<file path="src/rtl/uart_rx_ctrl_if.sv">
// Receive-byte handshake between uart_rx_ctrl and the PicoBlaze port logic.
//   rx_data     : received byte
//   rx_ready    : byte available, held until acknowledged
//   rd_ack      : one-cycle read acknowledge from the port logic
//   framing_err : stop bit was 0 on the presented frame
//   parity_err  : parity mismatch on the presented frame
//   overrun_err : a frame completed while rx_ready was still set
// master = receive controller, slave = port logic.
interface uart_rx_ctrl_if;
  logic [7:0] rx_data;
  logic       rx_ready;
  logic       rd_ack;
  logic       framing_err;
  logic       parity_err;
  logic       overrun_err;

  modport master (
    output rx_data,
    output rx_ready,
    output framing_err,
    output parity_err,
    output overrun_err,
    input  rd_ack
  );

  modport slave (
    input  rx_data,
    input  rx_ready,
    input  framing_err,
    input  parity_err,
    input  overrun_err,
    output rd_ack
  );
endinterface

</file>
<file path="src/rtl/uart_rx_ctrl.sv">
// Sequencer for the UART receive shift register (lb_shiftreg_rx).
// Synchronises the serial line, validates the start bit at mid-bit, times
// mid-bit sampling from a 16x baud tick, issues one shift strobe per frame bit
// and checks stop/parity once the 11-bit frame sits in the shift register.
// Ports:
//   clk, reset : system clock, synchronous active-high reset
//   baud_tick  : single-cycle pulse at OVERSAMPLE x baud rate
//   rx         : asynchronous serial input, idle high
//   sr_shift   : registered one-cycle shift strobe to the shift register
//   sr_data    : registered bit to shift in, valid with sr_shift
//   sr_q       : shift register contents ([0] start, [8:1] data, [9] parity, [10] stop)
//   host       : byte/flags/ready/ack handshake to the port logic
//   busy       : controller not idle
module uart_rx_ctrl #(
  parameter int unsigned OVERSAMPLE = 16,
  parameter bit          PARITY_EN  = 1'b1,
  parameter bit          PARITY_ODD = 1'b0
) (
  input  logic                  clk,
  input  logic                  reset,
  input  logic                  baud_tick,
  input  logic                  rx,
  output logic                  sr_shift,
  output logic                  sr_data,
  input  logic [10:0]           sr_q,
  uart_rx_ctrl_if.master        host,
  output logic                  busy
);

  localparam int unsigned TickW = $clog2(OVERSAMPLE);
  typedef logic [TickW-1:0] tick_t;
  localparam tick_t HalfM1 = tick_t'(OVERSAMPLE / 2 - 1);
  localparam tick_t FullM1 = tick_t'(OVERSAMPLE - 1);

  typedef enum logic [2:0] {StIdle, StStart, StData, StSettle, StLoad} state_e;

  state_e      state_q, state_d;
  tick_t       tick_q, tick_d;
  logic [3:0]  bit_q, bit_d;
  logic [1:0]  sync_q;
  logic        rx_s;
  logic        armed_q, armed_d;
  logic        shift_q, shift_d;
  logic        sdata_q, sdata_d;
  logic [7:0]  data_q, data_d;
  logic        ready_q, ready_d;
  logic        ferr_q, ferr_d;
  logic        perr_q, perr_d;
  logic        oerr_q, oerr_d;
  logic        stop_bad, par_bad;

  // Synchroniser resets low so a line held low through reset never arms.
  always_ff @(posedge clk) begin
    if (reset) sync_q <= 2'b00;
    else       sync_q <= {sync_q[0], rx};
  end
  assign rx_s = sync_q[1];

  assign stop_bad = ~sr_q[10];
  assign par_bad  = PARITY_EN & ((^sr_q[9:1]) != PARITY_ODD);

  always_comb begin
    state_d = state_q;
    tick_d  = tick_q;
    bit_d   = bit_q;
    shift_d = 1'b0;
    sdata_d = 1'b0;
    armed_d = armed_q | rx_s;
    data_d  = data_q;
    ready_d = ready_q;
    ferr_d  = ferr_q;
    perr_d  = perr_q;
    oerr_d  = oerr_q;

    unique case (state_q)
      StIdle: begin
        if (!rx_s && armed_q) begin
          state_d = StStart;
          tick_d  = '0;
        end
      end
      StStart: begin
        if (baud_tick) begin
          if (tick_q == HalfM1) begin
            if (!rx_s) begin
              shift_d = 1'b1;
              sdata_d = 1'b0;
              tick_d  = '0;
              bit_d   = 4'd1;
              state_d = StData;
            end else begin
              state_d = StIdle;  // glitch, not a start bit
            end
          end else begin
            tick_d = tick_q + tick_t'(1);
          end
        end
      end
      StData: begin
        if (baud_tick) begin
          if (tick_q == FullM1) begin
            shift_d = 1'b1;
            sdata_d = rx_s;
            tick_d  = '0;
            bit_d   = bit_q + 4'd1;
            if (bit_q == 4'd10) state_d = StSettle;
          end else begin
            tick_d = tick_q + tick_t'(1);
          end
        end
      end
      StSettle: begin
        // The stop-bit strobe is in flight; a low stop bit is a break, so
        // disarm until the line has been seen high again.
        state_d = StLoad;
        if (!sdata_q) armed_d = 1'b0;
      end
      StLoad: begin
        state_d = StIdle;
      end
      default: state_d = StIdle;
    endcase

    if (state_q == StLoad) begin
      if (!ready_q || host.rd_ack) begin
        data_d  = sr_q[8:1];
        ready_d = 1'b1;
        ferr_d  = stop_bad;
        perr_d  = par_bad;
        oerr_d  = 1'b0;
      end else begin
        oerr_d  = 1'b1;  // previous byte unread, new frame dropped
      end
    end else if (host.rd_ack && ready_q) begin
      ready_d = 1'b0;
      ferr_d  = 1'b0;
      perr_d  = 1'b0;
      oerr_d  = 1'b0;
    end
  end

  always_ff @(posedge clk) begin
    if (reset) begin
      state_q <= StIdle;
      tick_q  <= '0;
      bit_q   <= '0;
      armed_q <= 1'b0;
      shift_q <= 1'b0;
      sdata_q <= 1'b0;
      data_q  <= '0;
      ready_q <= 1'b0;
      ferr_q  <= 1'b0;
      perr_q  <= 1'b0;
      oerr_q  <= 1'b0;
    end else begin
      state_q <= state_d;
      tick_q  <= tick_d;
      bit_q   <= bit_d;
      armed_q <= armed_d;
      shift_q <= shift_d;
      sdata_q <= sdata_d;
      data_q  <= data_d;
      ready_q <= ready_d;
      ferr_q  <= ferr_d;
      perr_q  <= perr_d;
      oerr_q  <= oerr_d;
    end
  end

  assign sr_shift         = shift_q;
  assign sr_data          = sdata_q;
  assign host.rx_data     = data_q;
  assign host.rx_ready    = ready_q;
  assign host.framing_err = ferr_q;
  assign host.parity_err  = perr_q;
  assign host.overrun_err = oerr_q;
  assign busy             = (state_q != StIdle);

endmodule

</file>
<file path="src/flat_wrapper.sv">
// flat-port wrapper written by rule: the top's interface ports become plain ports
module uart_rx_ctrl_flat 
#(
  parameter int unsigned OVERSAMPLE = 16,
  parameter bit          PARITY_EN  = 1'b1,
  parameter bit          PARITY_ODD = 1'b0
)
  (clk, reset, baud_tick, rx, sr_shift, sr_data, sr_q, busy, host_rx_data, host_rx_ready, host_framing_err, host_parity_err, host_overrun_err, host_rd_ack);
  uart_rx_ctrl_if host_i ();
  input  logic clk;
  input  logic reset;
  input  logic baud_tick;
  input  logic rx;
  output logic sr_shift;
  output logic sr_data;
  input  logic [10:0] sr_q;
  output logic busy;
  output wire logic [$bits(host_i.rx_data)-1:0] host_rx_data;
  output wire logic [$bits(host_i.rx_ready)-1:0] host_rx_ready;
  output wire logic [$bits(host_i.framing_err)-1:0] host_framing_err;
  output wire logic [$bits(host_i.parity_err)-1:0] host_parity_err;
  output wire logic [$bits(host_i.overrun_err)-1:0] host_overrun_err;
  input wire logic [$bits(host_i.rd_ack)-1:0] host_rd_ack;
  assign host_rx_data = host_i.rx_data;
  assign host_rx_ready = host_i.rx_ready;
  assign host_framing_err = host_i.framing_err;
  assign host_parity_err = host_i.parity_err;
  assign host_overrun_err = host_i.overrun_err;
  assign host_i.rd_ack = host_rd_ack;
  uart_rx_ctrl #(.OVERSAMPLE(OVERSAMPLE), .PARITY_EN(PARITY_EN), .PARITY_ODD(PARITY_ODD)) u_core (.clk(clk), .reset(reset), .baud_tick(baud_tick), .rx(rx), .sr_shift(sr_shift), .sr_data(sr_data), .sr_q(sr_q), .host(host_i), .busy(busy));
endmodule
</file>
<file path="config.mk">
export PLATFORM = sky130hd
export DESIGN_NAME = uart_rx_ctrl_flat
export DESIGN_NICKNAME = d
export VERILOG_FILES = /design/src/rtl/uart_rx_ctrl_if.sv /design/src/rtl/uart_rx_ctrl.sv /design/src/flat_wrapper.sv
export SDC_FILE = /design/constraint.sdc
export NUM_CORES = 1
export LEC_CHECK = 0
export CAP_MARGIN = 20
export CORE_MARGIN = 4
export CORE_UTILIZATION = 49
export CTS_CLUSTER_DIAMETER = 120
export CTS_CLUSTER_SIZE = 12
export DETAILED_ROUTE_END_ITERATION = 8
export GPL_ROUTABILITY_DRIVEN = 0
export MAX_ROUTING_LAYER = met4
export PLACE_DENSITY = 0.8
export SLEW_MARGIN = 10
export SYNTH_ARGS = -nofsm -noshare
export SYNTH_HDL_FRONTEND = slang
export SYNTH_SLANG_ARGS = --single-unit
</file>
<file path="constraint.sdc">
create_clock -name clk -period 2.25 [get_ports clk]
set_input_delay 0.3375 -clock clk [delete_from_list [all_inputs] [get_ports clk]]
set_output_delay 0.3375 -clock clk [all_outputs]
set_load 0.01 [all_outputs]
</file>
==> results.cfg <==
[clock_tree]
clock_sinks = 28
clkLatencyLatePin_ns = 0.32
cts_tree = yes
cts_resized = 0
cts_buffer_depth = 2
cts_root_buf = clkbuf_4
h-tree-depth = 1
postCtsSetupBuffers = 0
cts_hold_buf = 0
cts_buffers = 3
clkSlewWorstSetupHoldPaths_ns = 0.14

[logic_synthesis]
synth_most_common_cell = dfxtp_1
ys_seq_area_share_pct = 40.3
synth_nets = 175
synth_common_cells = 28 x dfxtp_1, 16 x nor2_1, 10 x a21oi_1, 8 x mux2i_1, 8 x nand2_1
ys_types = 46
ys_seq_elements = 28
synthFlopType = dfxtp_1
synth_top_cell_area_share_pct = 40.3
synthCells = 156
syn_area_sq_um = 1390
synth-edff-count = 0
ys_warn_count = 0
ys_async_sr_fraction_pct = 0
yosysTopAreaCell = dfxtp_1
yosys-top-cells-area = dfxtp_1 40%, mux2i_1 5.8%, nor2_1 4.3%
postSynthAreaPerCell_sq_um = 8.91

[cells_and_area]
area_delta_synth_final_pct = 26.5
nets = 206
multiInputGateArea_sq_um = 776
fill_cells = 238
drive_gt1_share_pct = 8.60
regArea_sq_um = 561
num_antenna_cells = 0
finish.utilization_pct = 64.3
postLayoutCellArea_sq_um = 1760

[timing]
finalCriticalPeriod_ns = 2.07
worstMarginPinSlew_ns = 0.615
fmax_mhz = 483
post-route-period-util_pct = 92.0
timing.setup.tns_ns = 0
setup_viol = 0
maxSlewViolCount = 0
finalClockSkew_ns = 0.00649
rsz0062_at_grt = no
fin_hold_ws_ns = 0.460
max_slew_margin_pct = 58.9
hold_viol = 0

[worst_setup_path]
worstPathCellList = nor2_1 -> nand2_1 -> clkdlybuf4s50_1
cp_num_buf_inv = 1
max_stage_delay_ns = 0.65
rrSetupSlack_ns = 0.23
critPathSlowestCell = dfxtp_1
path_depth = 3
reg2reg_to = u_core.tick_q[1]
critPathCaptureType = primary output
critPathTopFamily = flip-flops
reg2reg_depth = 4
r2r-start = u_core.state_q[0]
critPathLaunchType = register
critPathMaxFanout = 17
critPathLaunch = u_core.state_q[2]
cp.arrival_ns = 1.73
crit_type = register to primary output
cp_data_required_time_ns = 1.91

[placement]
portBuffers = 29
dp_hpwl_microns = 2560
place_area_sq_um = 1720

[drt]
route.detailed.drc = 0
routed_wl_microns = 3430
via_per_inst = 5.99
dr.pass1.iters = 4
wl_per_cell_microns = 15.8
vias = 1299
ant_nets = 0
drtIter0Drc = 52

[global_route]
grt_max_degree = 20
grt_usage_pct = 21.3
grt_pass1_wl_microns = 5780
grt_pass1_vias = 1288
antenna_found_initial = 0
gr-total-overflow = 0

[floorplan]
die_y_microns = 61.3
rows = 19
dieArea_sq_um = 3750
initial_core_util_pct = 50.8
die_w_microns = 61.3
ios = 31
core_area_sq_um = 2730

[outcome]
outcome = finished, final reports clean

[power]
p_leak_nw = 0.681
ir_drop_v = 0.000411
power-per-cell-area_nw_per_um2 = 670
finalPower_w = 0.00118

[job]
drv_cap = 0

[worst_hold_path]
holdPathEnd = u_core.sync_q[1]
min_from = u_core.sync_q[0]
holdPathStages = 1
hp-class = register to register
==> routing by layer <==
layer,global-route usage (%),vias up,part of all wire (%)
met1,26.1,622,43
met2,35.3,42,50
met3,3.98,5,5.1
met4,6.50,0,1.3
li1,-,630,-
met5,-,-,0
==> cell type report <==
| type | instances | area share (%) |
|---|---|---|
| Sequential cell | 28 | 31.9 |
| Inverter | 7 | 1.49 |
| Clock buffer | 4 | 2.06 |
| Multi-Input combinational cell | 114 | 44.1 |
| Tap cell | 31 | 2.21 |
| Timing Repair Buffer | 33 | 18.2 |
==> per-stage QoR <==
stage          std cells  worst slack, ns
5_1_grt              217           0.0721
2_1_floorplan        156            0.602
4_1_cts              217            0.179
3_3_place_gp         213            0.327
6_report             217            0.179
3_5_place_dp         213            0.263
==> power breakdown <==
part           internal [W]  total, W  switching, W  leakage (nW)
Combinational      0.000172  0.000380      0.000208         0.434
Clock             0.0000989  0.000241      0.000143        0.0210
Sequential         0.000518  0.000557     0.0000384         0.226
==> cell usage in the layout, fill, tap and decap left out, types with 3 or more instances in the layout <==
cell / count
nand2_1: 8
nor2b_1: 5
ha_1: 3
clkbuf_4: 3
or3b_2: 3
dfxtp_1: 28
nor2_1: 16
a21oi_1: 10
o21ai_0: 5
nor3b_1: 3
xnor2_1: 5
inv_1: 7
buf_4: 4
mux2i_1: 8
nor3_1: 6
clkdlybuf4s50_1: 29
nand4_1: 5
==> cells by family after synthesis <==
family                   count (synthesis)  synth area share (%)
XOR/XNOR                                 8                  6.03
adder cells (fa/ha/maj)                  3                  2.70
AND/OR/NAND/NOR                         60                  23.8
buffers and inverters                   14                  3.87
flip-flops                              28                  40.3
multiplexers                             8                  5.76
AO/OA/AOI/OAI                           35                  17.6
==> worst reg2reg max path, delay by kind of cell, from the launching register on <==
kind / cells / cell delay, ns
AO/OA/AOI/OAI: 2 / 0.63
XOR/XNOR: 1 / 0.22
AND/OR/NAND/NOR: 1 / 0.55
flip-flops: 1 / 0.58
==> state kept, by name (all words and copies together) (netlist names) <==
register                 flops
u_core.armed_q               1
u_core.bit_q                 4
u_core.host.framing_err      1
u_core.host.overrun_err      1
u_core.host.parity_err       1
u_core.host.rx_data          8
u_core.host.rx_ready         1
u_core.sr_data               1
u_core.sr_shift              1
u_core.state_q               3
u_core.sync_q                2
u_core.tick_q                4
==> how the worst max path moves through the flow <==
stage                  endpoint  slack [ns]
2_1_floorplan  u_core.tick_q[1]        0.60
3_3_place_gp   u_core.tick_q[1]        0.33
3_5_place_dp   u_core.tick_q[1]        0.26
4_1_cts                    busy        0.18
5_1_grt                    busy        0.07
6_report                   busy        0.18
Power figures use the tool's default switching activity.
